--- config.mk ---
export PLATFORM = sky130hd
export DESIGN_NAME = cdac_ld_arb_flat
export DESIGN_NICKNAME = d
export VERILOG_FILES = /design/src/rtl/cdac_ld_arb_if.sv /design/src/rtl/cdac_ld_arb.sv /design/src/flat_wrapper.sv
export SDC_FILE = /design/constraint.sdc
export NUM_CORES = 1
export LEC_CHECK = 0
export CAP_MARGIN = 0
export CORE_MARGIN = 1.5
export CORE_UTILIZATION = 40
export CTS_BUF_LIST = sky130_fd_sc_hd__clkbuf_4
export DETAILED_ROUTE_END_ITERATION = 10
export SLEW_MARGIN = 20
export SYNTH_ARGS = -nofsm -noshare
export SYNTH_HDL_FRONTEND = slang
export SYNTH_SLANG_ARGS = --single-unit
--- constraint.sdc ---
create_clock -name CLK25 -period 5.42 [get_ports CLK25]
set_clock_uncertainty 0.1 [all_clocks]
set_input_delay 0.542 -clock CLK25 [delete_from_list [all_inputs] [get_ports CLK25]]
set_output_delay 0.542 -clock CLK25 [all_outputs]
set_load 0.01 [all_outputs]
--- src/rtl/cdac_ld_arb_if.sv ---
// cdac_ld_arb_if: local-loader, JTAG and DAC pin bundle for cdac_ld_arb.
// slave = arbiter side, master = requesters/pins side.
interface cdac_ld_arb_if #(
  parameter int DAC_BITS = 12
);
  logic                LD_REQ;
  logic [DAC_BITS-1:0] LD_DATA;
  logic                LD_BUSY;
  logic                LD_DONE;
  logic                JREQ;
  logic                J_DACCLK;
  logic                J_DACDAT;
  logic                J_ENB_B;
  logic                JGNT;
  logic                CNT_CLR;
  logic [7:0]          JDENY_CNT;
  logic                DACCLK;
  logic                DACDAT;
  logic                DAC_ENB_B;

  modport slave (
    input  LD_REQ, LD_DATA, JREQ,
    input  J_DACCLK, J_DACDAT, J_ENB_B,
    input  CNT_CLR,
    output LD_BUSY, LD_DONE, JGNT, JDENY_CNT,
    output DACCLK, DACDAT, DAC_ENB_B
  );

  modport master (
    output LD_REQ, LD_DATA, JREQ,
    output J_DACCLK, J_DACDAT, J_ENB_B,
    output CNT_CLR,
    input  LD_BUSY, LD_DONE, JGNT, JDENY_CNT,
    input  DACCLK, DACDAT, DAC_ENB_B
  );
endinterface

--- src/rtl/cdac_ld_arb.sv ---
// cdac_ld_arb: shares the comparator-DAC serial port between JTAG and a local loader.
// Ports: CLK25, RST_B (async, active low), bus (cdac_ld_arb_if.slave).
// Optional: CDAC_AUTO_REFRESH_EN re-sends the last local word every REFRESH_CYC.
module cdac_ld_arb #(
  parameter int DAC_BITS    = 12,
  parameter int CLK_DIV     = 2,
  parameter int REFRESH_CYC = 1048576
) (
  input logic           CLK25,
  input logic           RST_B,
  cdac_ld_arb_if.slave  bus
);

  localparam int CW = $clog2(CLK_DIV + 1);
  localparam int BW = $clog2(DAC_BITS + 1);
  localparam logic [CW-1:0] DIV_LAST = CW'(CLK_DIV - 1);
  localparam logic [BW-1:0] BIT_LAST = BW'(DAC_BITS - 1);

  if (CLK_DIV < 1 || REFRESH_CYC < 1) begin : g_bad_param
    $error("cdac_ld_arb: CLK_DIV and REFRESH_CYC must be >= 1");
  end

  typedef enum logic [2:0] {
    S_IDLE, S_JTAG, S_SETUP, S_SHIFT, S_HOLD, S_GAP
  } state_t;

  state_t              state_q;
  logic [CW-1:0]       div_q;
  logic [BW-1:0]       bit_q;
  logic                ph_q;
  logic [DAC_BITS-1:0] sh_q;
  logic [DAC_BITS-1:0] sh_nx;
  logic                clk_q, dat_q, enb_q;
  logic                busy_q, done_q, gnt_q, loc_q;
  logic                jreq_m_q, jreq_s_q, jreq_p_q;
  logic [7:0]          deny_q;
  logic                div_end, jrise, in_frame;

  assign sh_nx    = sh_q << 1;
  assign div_end  = (div_q == DIV_LAST);
  assign jrise    = jreq_s_q & ~jreq_p_q;
  assign in_frame = (state_q != S_IDLE) && (state_q != S_JTAG);

`ifdef CDAC_AUTO_REFRESH_EN
  logic [DAC_BITS-1:0] word_q, keep_q;
  logic                valid_q, pend_q;
  logic [31:0]         refr_q;
  logic                expire;
  // Expiry is seen one cycle early so the frame starts exactly on time.
  assign expire = pend_q | (refr_q == 32'd1);
`endif

  always_ff @(posedge CLK25 or negedge RST_B) begin
    if (!RST_B) begin
      state_q  <= S_IDLE;
      div_q    <= '0;
      bit_q    <= '0;
      ph_q     <= 1'b0;
      sh_q     <= '0;
      clk_q    <= 1'b0;
      dat_q    <= 1'b0;
      enb_q    <= 1'b1;
      busy_q   <= 1'b0;
      done_q   <= 1'b0;
      gnt_q    <= 1'b0;
      loc_q    <= 1'b0;
      jreq_m_q <= 1'b0;
      jreq_s_q <= 1'b0;
      jreq_p_q <= 1'b0;
      deny_q   <= '0;
`ifdef CDAC_AUTO_REFRESH_EN
      word_q   <= '0;
      keep_q   <= '0;
      valid_q  <= 1'b0;
      pend_q   <= 1'b0;
      refr_q   <= 32'(REFRESH_CYC);
`endif
    end else begin
      jreq_m_q <= bus.JREQ;
      jreq_s_q <= jreq_m_q;
      jreq_p_q <= jreq_s_q;
      done_q   <= 1'b0;

      if (bus.CNT_CLR)
        deny_q <= '0;
      else if (jrise && in_frame && deny_q != 8'hFF)
        deny_q <= deny_q + 8'd1;

`ifdef CDAC_AUTO_REFRESH_EN
      if (refr_q != 32'd0)
        refr_q <= refr_q - 32'd1;
      if (expire)
        pend_q <= 1'b1;
`endif

      unique case (state_q)
        S_IDLE: begin
          div_q <= '0;
          bit_q <= '0;
          ph_q  <= 1'b0;
          if (jreq_s_q) begin
            state_q <= S_JTAG;
            gnt_q   <= 1'b1;
          end else if (bus.LD_REQ) begin
            state_q <= S_SETUP;
            sh_q    <= bus.LD_DATA;
            dat_q   <= bus.LD_DATA[DAC_BITS-1];
            enb_q   <= 1'b0;
            busy_q  <= 1'b1;
            loc_q   <= 1'b1;
`ifdef CDAC_AUTO_REFRESH_EN
            word_q  <= bus.LD_DATA;
          end else if (expire && valid_q) begin
            state_q <= S_SETUP;
            sh_q    <= keep_q;
            dat_q   <= keep_q[DAC_BITS-1];
            enb_q   <= 1'b0;
            busy_q  <= 1'b1;
            loc_q   <= 1'b0;
            pend_q  <= 1'b0;
`endif
          end
        end
        S_JTAG: begin
          if (!jreq_s_q) begin
            state_q <= S_GAP;
            gnt_q   <= 1'b0;
          end
        end
        S_SETUP: begin
          if (div_end) begin
            div_q   <= '0;
            state_q <= S_SHIFT;
          end else begin
            div_q <= div_q + CW'(1);
          end
        end
        S_SHIFT: begin
          if (div_end) begin
            div_q <= '0;
            if (!ph_q) begin
              ph_q  <= 1'b1;
              clk_q <= 1'b1;
            end else begin
              ph_q  <= 1'b0;
              clk_q <= 1'b0;
              if (bit_q == BIT_LAST) begin
                state_q <= S_HOLD;
              end else begin
                bit_q <= bit_q + BW'(1);
                sh_q  <= sh_nx;
                dat_q <= sh_nx[DAC_BITS-1];
              end
            end
          end else begin
            div_q <= div_q + CW'(1);
          end
        end
        S_HOLD: begin
          if (div_end) begin
            div_q   <= '0;
            state_q <= S_GAP;
            enb_q   <= 1'b1;
            dat_q   <= 1'b0;
          end else begin
            div_q <= div_q + CW'(1);
          end
        end
        S_GAP: begin
          if (div_end) begin
            div_q   <= '0;
            state_q <= S_IDLE;
            busy_q  <= 1'b0;
            done_q  <= loc_q;
            loc_q   <= 1'b0;
`ifdef CDAC_AUTO_REFRESH_EN
            // Only loader frames restart the timer; a JTAG gap does not.
            if (busy_q) begin
              refr_q <= 32'(REFRESH_CYC);
              pend_q <= 1'b0;
            end
            if (loc_q) begin
              keep_q  <= word_q;
              valid_q <= 1'b1;
            end
`endif
          end else begin
            div_q <= div_q + CW'(1);
          end
        end
        default: state_q <= S_IDLE;
      endcase
    end
  end

  // JTAG drives the pins straight through; it runs on its own clock.
  assign bus.JGNT      = gnt_q;
  assign bus.DACCLK    = gnt_q ? bus.J_DACCLK : clk_q;
  assign bus.DACDAT    = gnt_q ? bus.J_DACDAT : dat_q;
  assign bus.DAC_ENB_B = gnt_q ? bus.J_ENB_B  : enb_q;
  assign bus.LD_BUSY   = busy_q;
  assign bus.LD_DONE   = done_q;
  assign bus.JDENY_CNT = deny_q;

endmodule
--- src/flat_wrapper.sv ---
// flat-port wrapper written by rule: the top's interface ports become plain ports
module cdac_ld_arb_flat 
#(
  parameter int DAC_BITS    = 12,
  parameter int CLK_DIV     = 2,
  parameter int REFRESH_CYC = 1048576
)
  (CLK25, RST_B, bus_LD_REQ, bus_LD_DATA, bus_JREQ, bus_J_DACCLK, bus_J_DACDAT, bus_J_ENB_B, bus_CNT_CLR, bus_LD_BUSY, bus_LD_DONE, bus_JGNT, bus_JDENY_CNT, bus_DACCLK, bus_DACDAT, bus_DAC_ENB_B);
  cdac_ld_arb_if #(.DAC_BITS(DAC_BITS)) bus_i ();
  input logic CLK25;
  input logic RST_B;
  input wire logic [$bits(bus_i.LD_REQ)-1:0] bus_LD_REQ;
  input wire logic [$bits(bus_i.LD_DATA)-1:0] bus_LD_DATA;
  input wire logic [$bits(bus_i.JREQ)-1:0] bus_JREQ;
  input wire logic [$bits(bus_i.J_DACCLK)-1:0] bus_J_DACCLK;
  input wire logic [$bits(bus_i.J_DACDAT)-1:0] bus_J_DACDAT;
  input wire logic [$bits(bus_i.J_ENB_B)-1:0] bus_J_ENB_B;
  input wire logic [$bits(bus_i.CNT_CLR)-1:0] bus_CNT_CLR;
  output wire logic [$bits(bus_i.LD_BUSY)-1:0] bus_LD_BUSY;
  output wire logic [$bits(bus_i.LD_DONE)-1:0] bus_LD_DONE;
  output wire logic [$bits(bus_i.JGNT)-1:0] bus_JGNT;
  output wire logic [$bits(bus_i.JDENY_CNT)-1:0] bus_JDENY_CNT;
  output wire logic [$bits(bus_i.DACCLK)-1:0] bus_DACCLK;
  output wire logic [$bits(bus_i.DACDAT)-1:0] bus_DACDAT;
  output wire logic [$bits(bus_i.DAC_ENB_B)-1:0] bus_DAC_ENB_B;
  assign bus_i.LD_REQ = bus_LD_REQ;
  assign bus_i.LD_DATA = bus_LD_DATA;
  assign bus_i.JREQ = bus_JREQ;
  assign bus_i.J_DACCLK = bus_J_DACCLK;
  assign bus_i.J_DACDAT = bus_J_DACDAT;
  assign bus_i.J_ENB_B = bus_J_ENB_B;
  assign bus_i.CNT_CLR = bus_CNT_CLR;
  assign bus_LD_BUSY = bus_i.LD_BUSY;
  assign bus_LD_DONE = bus_i.LD_DONE;
  assign bus_JGNT = bus_i.JGNT;
  assign bus_JDENY_CNT = bus_i.JDENY_CNT;
  assign bus_DACCLK = bus_i.DACCLK;
  assign bus_DACDAT = bus_i.DACDAT;
  assign bus_DAC_ENB_B = bus_i.DAC_ENB_B;
  cdac_ld_arb #(.DAC_BITS(DAC_BITS), .CLK_DIV(CLK_DIV), .REFRESH_CYC(REFRESH_CYC)) u_core (.CLK25(CLK25), .RST_B(RST_B), .bus(bus_i));
endmodule
==> results of run 1 <==
[logic make-up after synthesis]
kind of cell    synth area share, %
flops                          46.4
compound gates                 21.6
simple gates                   19.3
fa+ha+maj                      1.22
xor+xnor                      0.427
buf+inv                        3.97
mux                            7.08
[sequential cells by signal, summed over array words and instances, names as in the netlist]
register,flops
u_core.ph_q,1
u_core.clk_q,1
u_core.bus.JGNT,1
u_core.bus.LD_BUSY,1
u_core.jreq_p_q,1
u_core.state_q,3
u_core.bus.LD_DONE,1
u_core.jreq_m_q,1
u_core.sh_q,11
u_core.bus.JDENY_CNT,8
u_core.dat_q,1
u_core.enb_q,1
u_core.bit_q,4
u_core.jreq_s_q,1
u_core.div_q,2
[cell usage in the layout, fill, tap and decap left out, drive strengths merged, types with 7 or more instances in the layout]
| cell | netlist | layout |
|---|---|---|
| clkdlybuf4s50 | 0 | 32 |
| nor2 | 11 | 11 |
| nand3 | 9 | 9 |
| nor2b | 7 | 7 |
| nand2 | 14 | 14 |
| dfrtp | 37 | 37 |
| mux2i | 10 | 10 |
| o21ai | 34 | 34 |
| a21oi | 16 | 16 |
[synthesized netlist by cell type (4+ instances only)]
library cell,count
sky130_fd_sc_hd__a21oi_1,16
sky130_fd_sc_hd__buf_2,5
sky130_fd_sc_hd__clkbuf_1,7
sky130_fd_sc_hd__dfrtp_1,37
sky130_fd_sc_hd__inv_1,5
sky130_fd_sc_hd__mux2i_1,10
sky130_fd_sc_hd__nand2_1,14
sky130_fd_sc_hd__nand2b_1,5
sky130_fd_sc_hd__nand3_1,9
sky130_fd_sc_hd__nor2_1,11
sky130_fd_sc_hd__nor2b_1,7
sky130_fd_sc_hd__o21ai_0,25
sky130_fd_sc_hd__o21ai_1,9
sky130_fd_sc_hd__o31ai_1,5
sky130_fd_sc_hd__or3_1,4
[final cells by class]
| type | count | area share, % |
|---|---|---|
| multi-input cells | 162 | 41.4 |
| repair buffers | 34 | 13.5 |
| flip-flops and latches | 38 | 38.7 |
| inverters | 5 | 0.763 |
| clock buffers | 5 | 1.53 |
| well taps | 67 | 3.41 |
| clock inverters | 3 | 0.662 |
[worst max-delay path, stage by stage (launching register included)]
cell	delay, ns
sky130_fd_sc_hd__dfrtp_1	0.87
sky130_fd_sc_hd__and3b_1	0.72
sky130_fd_sc_hd__a31oi_1	0.41
sky130_fd_sc_hd__or2_1	0.46
sky130_fd_sc_hd__o2bb2ai_1	0.17
[path summary, 6_finish.rpt]
| kind | start | endpoint | slack, ns | depth (start not counted) |
|---|---|---|---|---|
| min | RST_B | u_core.bus.LD_DONE | 0.19 | 1 |
| min in group CLK25 | u_core.jreq_m_q | u_core.jreq_s_q | 0.27 | 0 |
| max | u_core.state_q[0] | u_core.sh_q[0] | 2.55 | 4 |
| max reg2reg | u_core.state_q[0] | u_core.sh_q[0] | 2.55 | 4 |
| min reg2reg | u_core.jreq_m_q | u_core.jreq_s_q | 0.27 | 0 |
| max in group asynchronous | RST_B | u_core.sh_q[3] | 4.49 | 1 |
[power by group through the flow]
stage / sequential, W / clock [W] / combinational [W]
2_1_floorplan: 0.000421 / 0 / 0.000335
3_3_place_gp: 0.000485 / 0 / 0.000400
3_5_place_dp: 0.000482 / 0 / 0.000403
4_1_cts: 0.000477 / 0.000154 / 0.000404
5_1_grt: 0.000496 / 0.000165 / 0.000454
6_report: 0.000478 / 0.000149 / 0.000400
[per-stage QoR]
stage                     setup WS (ns)  cell area (sq um)  total power, W  hold WS (ns)
after floorplan                    3.65               2050        0.000756         0.146
after global placement             2.64               2400        0.000884         0.235
after detailed placement           2.54               2400        0.000885         0.245
after CTS                          2.53               2460         0.00104         0.208
after global routing               2.32               2460         0.00111         0.238
final                              2.55               2460         0.00103         0.186
[routing by layer]
layer / up-vias / wire, microns / track usage [%]
met5: - / 0 / 0
met4: 0 / 22 / 5.66
met3: 2 / 258 / 4.47
met2: 54 / 1880 / 24.1
met1: 830 / 2080 / 24.6
li1: 864 / - / -
==> flow_metrics.tcl, run 1 <==
set metrics [dict create \
    floorplan.die.height_microns 74.6 \
    switching_pwr_w 0.000414 \
    synth_edf_count 0 \
    postRouteWirelength_mm 4.23 \
    clock_tree.htree_level_count 2 \
    highest_achievable_clock_rate_ghz 0.348 \
    p_clk_share_pct 14.5 \
    cts_hold_buf 0 \
    first_pass_grt_wire_length_mm 7.18 \
    worstSetupEndpointType "flop" \
    timing.final.setup_violations 0 \
    placement.io_buffers 33 \
    vias_per_cell 5.57 \
    worst_hold_path_type "primary input to async pin" \
    synthFlopType "sky130_fd_sc_hd__dfrtp_1" \
    nets 268 \
    finalWorstPathRequiredPeriod_ns 2.87 \
    grt_remaining_overflow 0 \
    yosys.area.top_type_share_pct 45.1 \
    hold_viol 0 \
    drt_first_iter_violations 88 \
    drc_errors 0 \
    totalNegativeSetupSlack_ns 0 \
    cellInternalPower_w 0.000613 \
    clk-insertion-delay-late_ns 0.35 \
    power_leakage_nw 0.958 \
    status "finished, final reports clean" \
    yosys-top-cells-area "sky130_fd_sc_hd__dfrtp_1 (45%), sky130_fd_sc_hd__o21ai_0 (6.1%), sky130_fd_sc_hd__mux2i_1 (4.9%)" \
    power-per-cell-area_mw_per_mm2 418 \
    clock-root-buffer "sky130_fd_sc_hd__clkbuf_4" \
    layout_worst_path_cycle_share_pct 53.0 \
    clock_sink_count 38 \
    area.growth.synth_to_final_pct 19.9 \
    placedCellCount 306 \
    worstMarginPinSlew_ns 0.984 \
    peakVddDrop_v 0.000192 \
    utilization_pct 51.0 \
    antenna_cells 0 \
    clockBufferDepth 2 \
    tritoncts "done" \
    fp.dieArea_sq_mm 0.00557 \
    floorplan.core_area_sq_mm 0.00482 \
    netlist_area_sq_mm 0.00205 \
    combinationalPowerShare_pct 38.9 \
    layout-drive-gt1-share_pct 7.29 \
    grt_pass1_vias 1564 \
    routed-via-count 1750 \
    timing_max_transition_violations_final 0 \
    die_width_microns 74.6 \
    post_synth.cell_area_avg_sq_um 9.32 \
    start_kind "flop" \
    register_area_sq_um 952 \
    cts-buffers-inserted 5 \
    ctsResizeCount 0 \
    grt_setup_unrepaired "no" \
    synth_warnings 0 \
    synth.yosys.seq_area_share_pct 46.4 \
    synth_async_sr_flop_share_pct 100 \
    power_frac_seq_pct 46.6 \
    power.share.switching_pct 40.3 \
    worst_path_fanout_max 27 \
    drv.max_cap_violation_count 0 \
    number_of_rows_in_the_core_area 25 \
    dp_hpwl_mm 2.87 \
    critical_path_required_ns 5.53 \
    cts.clk_slew.worst_paths_ns 0.12 \
    cts.repair_timing.setup_buffer_count 0 \
    area_occupied_by_multi_input_gates_sq_mm 0.00102 \
    syn_nets 242 \
    ys_ff_latch 38 \
    routedWlPerCell_microns 13.5 \
    slew_headroom_pct 33.9 \
    synth.largest_area_cell "sky130_fd_sc_hd__dfrtp_1" \
    synthCells 220 \
    io-pin-count 34 \
    firstDrtPassIters 4 \
    number_of_antenna_violations_at_the_first_check_in_global_routing 0 \
    grt_start_max_net_pins 39 \
    grt_util_all_layers_pct 16.8 \
    stdcell_count 314 \
    number_of_nets_with_antenna_violations_after_detailed_routing 0 \
    timing_worst_setup_path_type "flop to flop" \
    arr_time_crit_path_ns 2.98 \
    start_util_pct 42.6 \
    gpl.final_weighted_congestion 0.770 \
    count_of_different_cell_masters_after_synthesis 48 \
    nFillCells 481 \
]
(Power assumes the default switching activity.)
==> inputs of run 2 (changes only) <==
--- a/config.mk
+++ b/config.mk
@@ -10,6 +10,7 @@
 export CORE_UTILIZATION = 40
 export CTS_BUF_LIST = sky130_fd_sc_hd__clkbuf_4
 export DETAILED_ROUTE_END_ITERATION = 10
+export PLACE_DENSITY = 0.65
 export SLEW_MARGIN = 20
 export SYNTH_ARGS = -nofsm -noshare
 export SYNTH_HDL_FRONTEND = slang
==> constraint.sdc (replaced) <==
create_clock -name CLK25 -period 2.4 [get_ports CLK25]
set_clock_uncertainty 0.1 [all_clocks]
set_input_delay 0.24 -clock CLK25 [delete_from_list [all_inputs] [get_ports CLK25]]
set_output_delay 0.24 -clock CLK25 [all_outputs]
set_load 0.01 [all_outputs]
==> run 2 against run 1 <==
Compared with the run above:
- clock-buffer cell count stayed put
- via count is 2.0% higher
- combinational power grew to 2.7 times the previous value
- clock power grew to 2.9 times the previous value
- sequential power is 110% higher
- critical path depth is 1 higher
- flip-flop and latch count stayed put
- maximum frequency is 35% higher
- routed wire length is 4.1% higher
- utilization is 1.8 points higher
- die area stayed put
- first-iteration DRC count is 36% higher
- critical endpoint is now u_core.bus.JDENY_CNT[7]
- largest power group is now combinational logic
==> flow_metrics.tcl, run 2 (synthesis gave the netlist of run 1 again) <==
set metrics [dict create \
    number_of_rows_in_the_core_area 25 \
    number_of_nets_with_antenna_violations_after_detailed_routing 0 \
    utilization_pct 52.9 \
    cpLargestDelayFamily "simple AND/OR/NAND/NOR gates" \
    finalWorstPathRequiredPeriod_ns 2.13 \
    floorplan.die.height_microns 74.6 \
    clockBufferDepth 2 \
    crit_buf_inv 0 \
    postLayoutSetupSlackWorst_ns 0.274 \
    timing.final.setup_violations 0 \
    fp.dieArea_sq_mm 0.00557 \
    grt_setup_unrepaired "no" \
    power_leakage_nw 1.01 \
    area.growth.synth_to_final_pct 24.2 \
    layout_commonest_cell "sky130_fd_sc_hd__dfrtp_1" \
    register_bank_with_the_most_flops "u_core.sh_q" \
    vias_per_cell 5.54 \
    number_of_antenna_violations_at_the_first_check_in_global_routing 0 \
    power-per-cell-area_mw_per_mm2 985 \
    timing.rr.end "u_core.bus.JDENY_CNT[7]" \
    worst_hold_path.endpoint "u_core.jreq_m_q" \
    timing_worst_setup_path_type "flop to flop" \
    layout_common_cells "sky130_fd_sc_hd__dfrtp_1 (37), sky130_fd_sc_hd__clkdlybuf4s50_1 (32), sky130_fd_sc_hd__o21ai_0 (25)" \
    grt_pass1_vias 1548 \
    cts-buffers-inserted 5 \
    status "finished, final reports clean" \
    worst_hold_path_type "primary input to flop" \
    hp-start "bus_JREQ" \
    totalNegativeSetupSlack_ns 0 \
    topRoutingLayerUsed "met4" \
    clock_sink_count 38 \
    dp_hpwl_mm 2.98 \
    length_in_cells_of_the_worst_reg_to_reg_path 5 \
    cts.clk_slew.worst_paths_ns 0.13 \
    layout-drive-gt1-share_pct 9.80 \
    start_util_pct 42.6 \
    routed-via-count 1785 \
    postRouteWirelength_mm 4.41 \
    fin_hold_ws_ns 0.228 \
    grt_util_all_layers_pct 17.3 \
    die_width_microns 74.6 \
    crit_slowest_cell "sky130_fd_sc_hd__nor3_1" \
    nets 277 \
    drv.max_cap_violation_count 0 \
    hold_viol 0 \
    met1Wirelength_mm 2.18 \
    start_kind "flop" \
    worstSetupEndpointType "flop" \
    routedWlPerCell_microns 13.7 \
    timing_max_transition_violations_final 0 \
    floorplan.core_area_sq_mm 0.00482 \
    clk-insertion-delay-late_ns 0.35 \
    dpl_worst_slack_ns 0.286 \
    drt_first_iter_violations 120 \
    gpl.final_weighted_congestion 0.859 \
    drc_errors 0 \
    total_power_w 0.00251 \
    met3RoutedLength_microns 213 \
    worst_path_fanout_max 12 \
    largest_register_ff_count 11 \
    area_occupied_by_multi_input_gates_sq_mm 0.00102 \
    peakVddDrop_v 0.000419 \
    io-pin-count 34 \
    clock-root-buffer "sky130_fd_sc_hd__clkbuf_4" \
    placement.io_buffers 33 \
    layout_worst_path_cycle_share_pct 88.6 \
    firstDrtPassIters 4 \
    tritoncts "done" \
    grt_remaining_overflow 0 \
    rrSetupSlack_ns 0.27 \
    first_pass_grt_wire_length_mm 7.22 \
    path_cells "ha_1 > nand2_1 > nor3_1 > nor4_1 > mux2_1" \
    slew_headroom_pct 33.9 \
    worstMarginPinSlew_ns 0.984 \
    grt_start_max_net_pins 39 \
    critical_path_required_ns 2.55 \
    hold_path_cell_cnt 1 \
    highest_achievable_clock_rate_ghz 0.470 \
    register_area_sq_um 952 \
    antenna_cells 0 \
    wp_depth 5 \
    arr_time_crit_path_ns 2.28 \
    nFillCells 476 \
    crit-reg2reg-launch "u_core.bus.JDENY_CNT[0]" \
    slowest_cell_delay_on_critical_path_ns 0.76 \
    dr_wl_met2_mm 1.95 \
    clock_tree.htree_level_count 2 \
]
-- run 2: cell type report --
| type | instances | area share (%) |
|---|---|---|
| tap | 67 | 3.29 |
| clock buffer | 5 | 1.47 |
| inverter | 5 | 0.737 |
| sequential | 38 | 37.4 |
| multi-input combinational | 162 | 40.0 |
| clock inverter | 2 | 1.33 |
| timing repair buffer | 43 | 15.8 |
-- run 2: power breakdown --
| group | total [W] | switching, W | internal (W) |
|---|---|---|---|
| clock | 0.000427 | 0.000216 | 0.000211 |
| combinational | 0.00107 | 0.000557 | 0.000512 |
| sequential | 0.00101 | 0.000183 | 0.000827 |
-- run 2: what timing repair did --
action,CTS,global route
buffers inserted,0,0
hold buffers,1,0
resized for setup,0,0
endpoints found under the hold margin,37,0
setup endpoints to repair,0,0
-- run 2: worst max-delay path by stage --
stage / from / endpoint
finish: u_core.bus.JDENY_CNT[0] / u_core.bus.JDENY_CNT[7]
global route: u_core.bus.JDENY_CNT[0] / u_core.bus.JDENY_CNT[7]
CTS: u_core.bus.JDENY_CNT[0] / u_core.bus.JDENY_CNT[7]
detailed placement: u_core.bus.JDENY_CNT[0] / u_core.bus.JDENY_CNT[7]
global placement: u_core.bus.JDENY_CNT[0] / u_core.bus.JDENY_CNT[7]
floorplan: u_core.bus.JDENY_CNT[0] / u_core.bus.JDENY_CNT[7]
-- run 2: per-layer routing --
metal / track usage (%) / up-vias
li1: - / 881
met1: 24.6 / 845
met2: 25.9 / 54
met3: 3.25 / 5
met4: 7.68 / 0
met5: 0 / -
-- run 2: stage by stage --
step / instances / area (sq um)
final: 322 / 2550
after global routing: 322 / 2550
after CTS: 322 / 2550
after detailed placement: 314 / 2460
after global placement: 314 / 2460
after floorplan: 220 / 2050
==> inputs of run 3 (changes only) <==
--- a/config.mk
+++ b/config.mk
@@ -10,7 +10,6 @@
 export CORE_UTILIZATION = 40
 export CTS_BUF_LIST = sky130_fd_sc_hd__clkbuf_4
 export DETAILED_ROUTE_END_ITERATION = 10
-export PLACE_DENSITY = 0.65
 export SLEW_MARGIN = 20
 export SYNTH_ARGS = -nofsm -noshare
 export SYNTH_HDL_FRONTEND = slang
==> constraint.sdc (replaced) <==
create_clock -name CLK25 -period 2.48 [get_ports CLK25]
set_clock_uncertainty 0.1 [all_clocks]
set_input_delay 0.248 -clock CLK25 [delete_from_list [all_inputs] [get_ports CLK25]]
set_output_delay 0.248 -clock CLK25 [all_outputs]
set_load 0.01 [all_outputs]
==> run 3 against run 2 <==
Compared with the run above:
- total power decreased by 6.6%
- cell count increased by 0.62%
- combinational power about the same
- critical path depth unchanged
- via count decreased by 1.7%
- routed wire length increased by 0.36%
- critical path type unchanged
- die area unchanged
- register-to-register slack improved by 0.07 ns
==> flow_metrics.tcl, run 3 (synthesis gave the netlist of run 1 again) <==
set metrics [dict create \
    drt_first_iter_violations 94 \
    tritoncts "done" \
    finalWorstPathRequiredPeriod_ns 2.14 \
    grt_remaining_overflow 0 \
    status "finished, final reports clean" \
    p_clk_share_pct 13.7 \
    clock-root-buffer "sky130_fd_sc_hd__clkbuf_4" \
    critical_path_required_ns 2.62 \
    fp.dieArea_sq_mm 0.00557 \
    register_bank_with_the_most_flops "u_core.sh_q" \
    grt-busiest-layer "met2" \
    met1_usage_pct 24.4 \
    layout-drive-gt1-share_pct 10.5 \
    cts_hold_buf 1 \
    drv.max_cap_violation_count 0 \
    grt_pass1_vias 1559 \
    cellInternalPower_w 0.00141 \
    power.share.switching_pct 39.8 \
    slew_headroom_pct 33.3 \
    cts.clk_slew.worst_paths_ns 0.13 \
    number_of_antenna_violations_at_the_first_check_in_global_routing 0 \
    antenna_cells 0 \
    postLayoutSetupSlackWorst_ns 0.342 \
    switching_pwr_w 0.000932 \
    layout_common_cells "sky130_fd_sc_hd__dfrtp_1 (37), sky130_fd_sc_hd__clkdlybuf4s50_1 (32), sky130_fd_sc_hd__o21ai_0 (25)" \
    hold_viol 0 \
    peakVddDrop_v 0.000448 \
    ctsResizeCount 0 \
    crit_path_start "u_core.bus.JDENY_CNT[0]" \
    dp_hpwl_mm 3.05 \
    detailed_place.area_sq_mm 0.00247 \
    floorplan.die.height_microns 74.6 \
    routedWlPerCell_microns 13.7 \
    worstMarginPinSlew_ns 0.992 \
    grt_start_max_net_pins 39 \
    drc_errors 0 \
    clk-insertion-delay-late_ns 0.34 \
    crit-reg2reg-launch "u_core.bus.JDENY_CNT[0]" \
    nets 278 \
    met2_usage_pct 26.1 \
    dpl_worst_slack_ns 0.359 \
    grt_setup_unrepaired "no" \
    highest_achievable_clock_rate_ghz 0.468 \
    power-per-cell-area_mw_per_mm2 923 \
    number_of_rows_in_the_core_area 25 \
    power_frac_seq_pct 41.3 \
    worst_hold_path_type "primary input to flop" \
    grt_util_all_layers_pct 17.0 \
    first_pass_grt_wire_length_mm 7.33 \
    number_of_nets_with_antenna_violations_after_detailed_routing 0 \
    combinationalPowerShare_pct 45.0 \
    fin_hold_ws_ns 0.242 \
    start_kind "flop" \
    routed-via-count 1754 \
    cts.repair_timing.setup_buffer_count 0 \
    cts-buffers-inserted 5 \
    power_leakage_nw 1.01 \
    firstDrtPassIters 4 \
    start_util_pct 42.6 \
    met3_usage_pct 3.93 \
    timing_worst_setup_path_type "flop to flop" \
    worst_path_fanout_max 12 \
    totalNegativeSetupSlack_ns 0 \
    io-pin-count 34 \
    post-route-cell-area_sq_mm 0.00254 \
    clock_sink_count 38 \
    postRouteWirelength_mm 4.42 \
    die_width_microns 74.6 \
    area.growth.synth_to_final_pct 23.7 \
    worstSetupEndpointType "flop" \
    placement.io_buffers 33 \
    arr_time_crit_path_ns 2.28 \
    gpl.final_weighted_congestion 0.827 \
    largest_register_ff_count 11 \
    layout_commonest_cell "sky130_fd_sc_hd__dfrtp_1" \
    layout_worst_path_cycle_share_pct 86.2 \
    clockBufferDepth 2 \
    vias_per_cell 5.41 \
    hp-start "bus_JREQ" \
    timing.final.setup_violations 0 \
    timing_max_transition_violations_final 0 \
    floorplan.core_area_sq_mm 0.00482 \
    nFillCells 469 \
    clock_tree.htree_level_count 2 \
]
run 3: changes by cell type in the layout (fill, tap and decap cells not counted):
cell and delta:
sky130_fd_sc_hd__clkinvlp_4 +1, sky130_fd_sc_hd__clkinv_2 +1, sky130_fd_sc_hd__bufinv_16 -1, sky130_fd_sc_hd__buf_4 +1
run 3: critical path, cell delays in order (launching register included):
cell                      delay (ns)
sky130_fd_sc_hd__dfrtp_1        0.42
sky130_fd_sc_hd__ha_1           0.20
sky130_fd_sc_hd__nand2_1        0.08
sky130_fd_sc_hd__nor3_1         0.77
sky130_fd_sc_hd__nor4_1         0.12
sky130_fd_sc_hd__mux2_1         0.34
run 3: final cells by class:
type | instances | area [sq um] | share of cell area [%]
clock buffers | 5 | 37.5 | 1.48
clock inverters | 3 | 16.3 | 0.641
inverters | 5 | 18.8 | 0.740
multi-input cells | 162 | 1020 | 40.1
flip-flops and latches | 38 | 952 | 37.5
well taps | 67 | 83.8 | 3.31
repair buffers | 44 | 410 | 16.2
run 3: worst paths after layout:
| kind | cells past startpoint | endpoint | slack (ns) |
|---|---|---|---|
| setup / recovery | 5 | u_core.bus.JDENY_CNT[7] | 0.34 |
| hold / removal | 1 | u_core.jreq_m_q | 0.24 |
| setup reg to reg | 5 | u_core.bus.JDENY_CNT[7] | 0.34 |
| hold reg to reg | 0 | u_core.jreq_s_q | 0.26 |
| max in group asynchronous | 2 | u_core.jreq_s_q | 1.31 |
| min in group asynchronous | 2 | u_core.bus.LD_DONE | 0.43 |
run 3: per-stage QoR:
step	util, %	power [W]	instances
after CTS	52.6	0.00236	324
after global placement	51.3	0.00202	315
after floorplan	-	0.00165	220
final	52.6	0.00234	324
after global routing	52.6	0.00253	324
after detailed placement	51.3	0.00202	315
run 3: metal layers:
metal  vias to the layer above  share of wire [%]
met5                         -                  0
met4                         0               0.90
met3                         5                4.4
met2                        39                 45
met1                       832                 50
li1                        878                  -
run 3: power by group through the flow:
| stage | Combinational (W) | Clock, W | Sequential [W] |
|---|---|---|---|
| 6_report | 0.00105 | 0.000321 | 0.000967 |
| 2_1_floorplan | 0.000733 | 0 | 0.000920 |
| 3_5_place_dp | 0.00104 | 0 | 0.000980 |
| 5_1_grt | 0.00117 | 0.000360 | 0.000995 |
| 3_3_place_gp | 0.00105 | 0 | 0.000974 |
| 4_1_cts | 0.00106 | 0.000333 | 0.000967 |
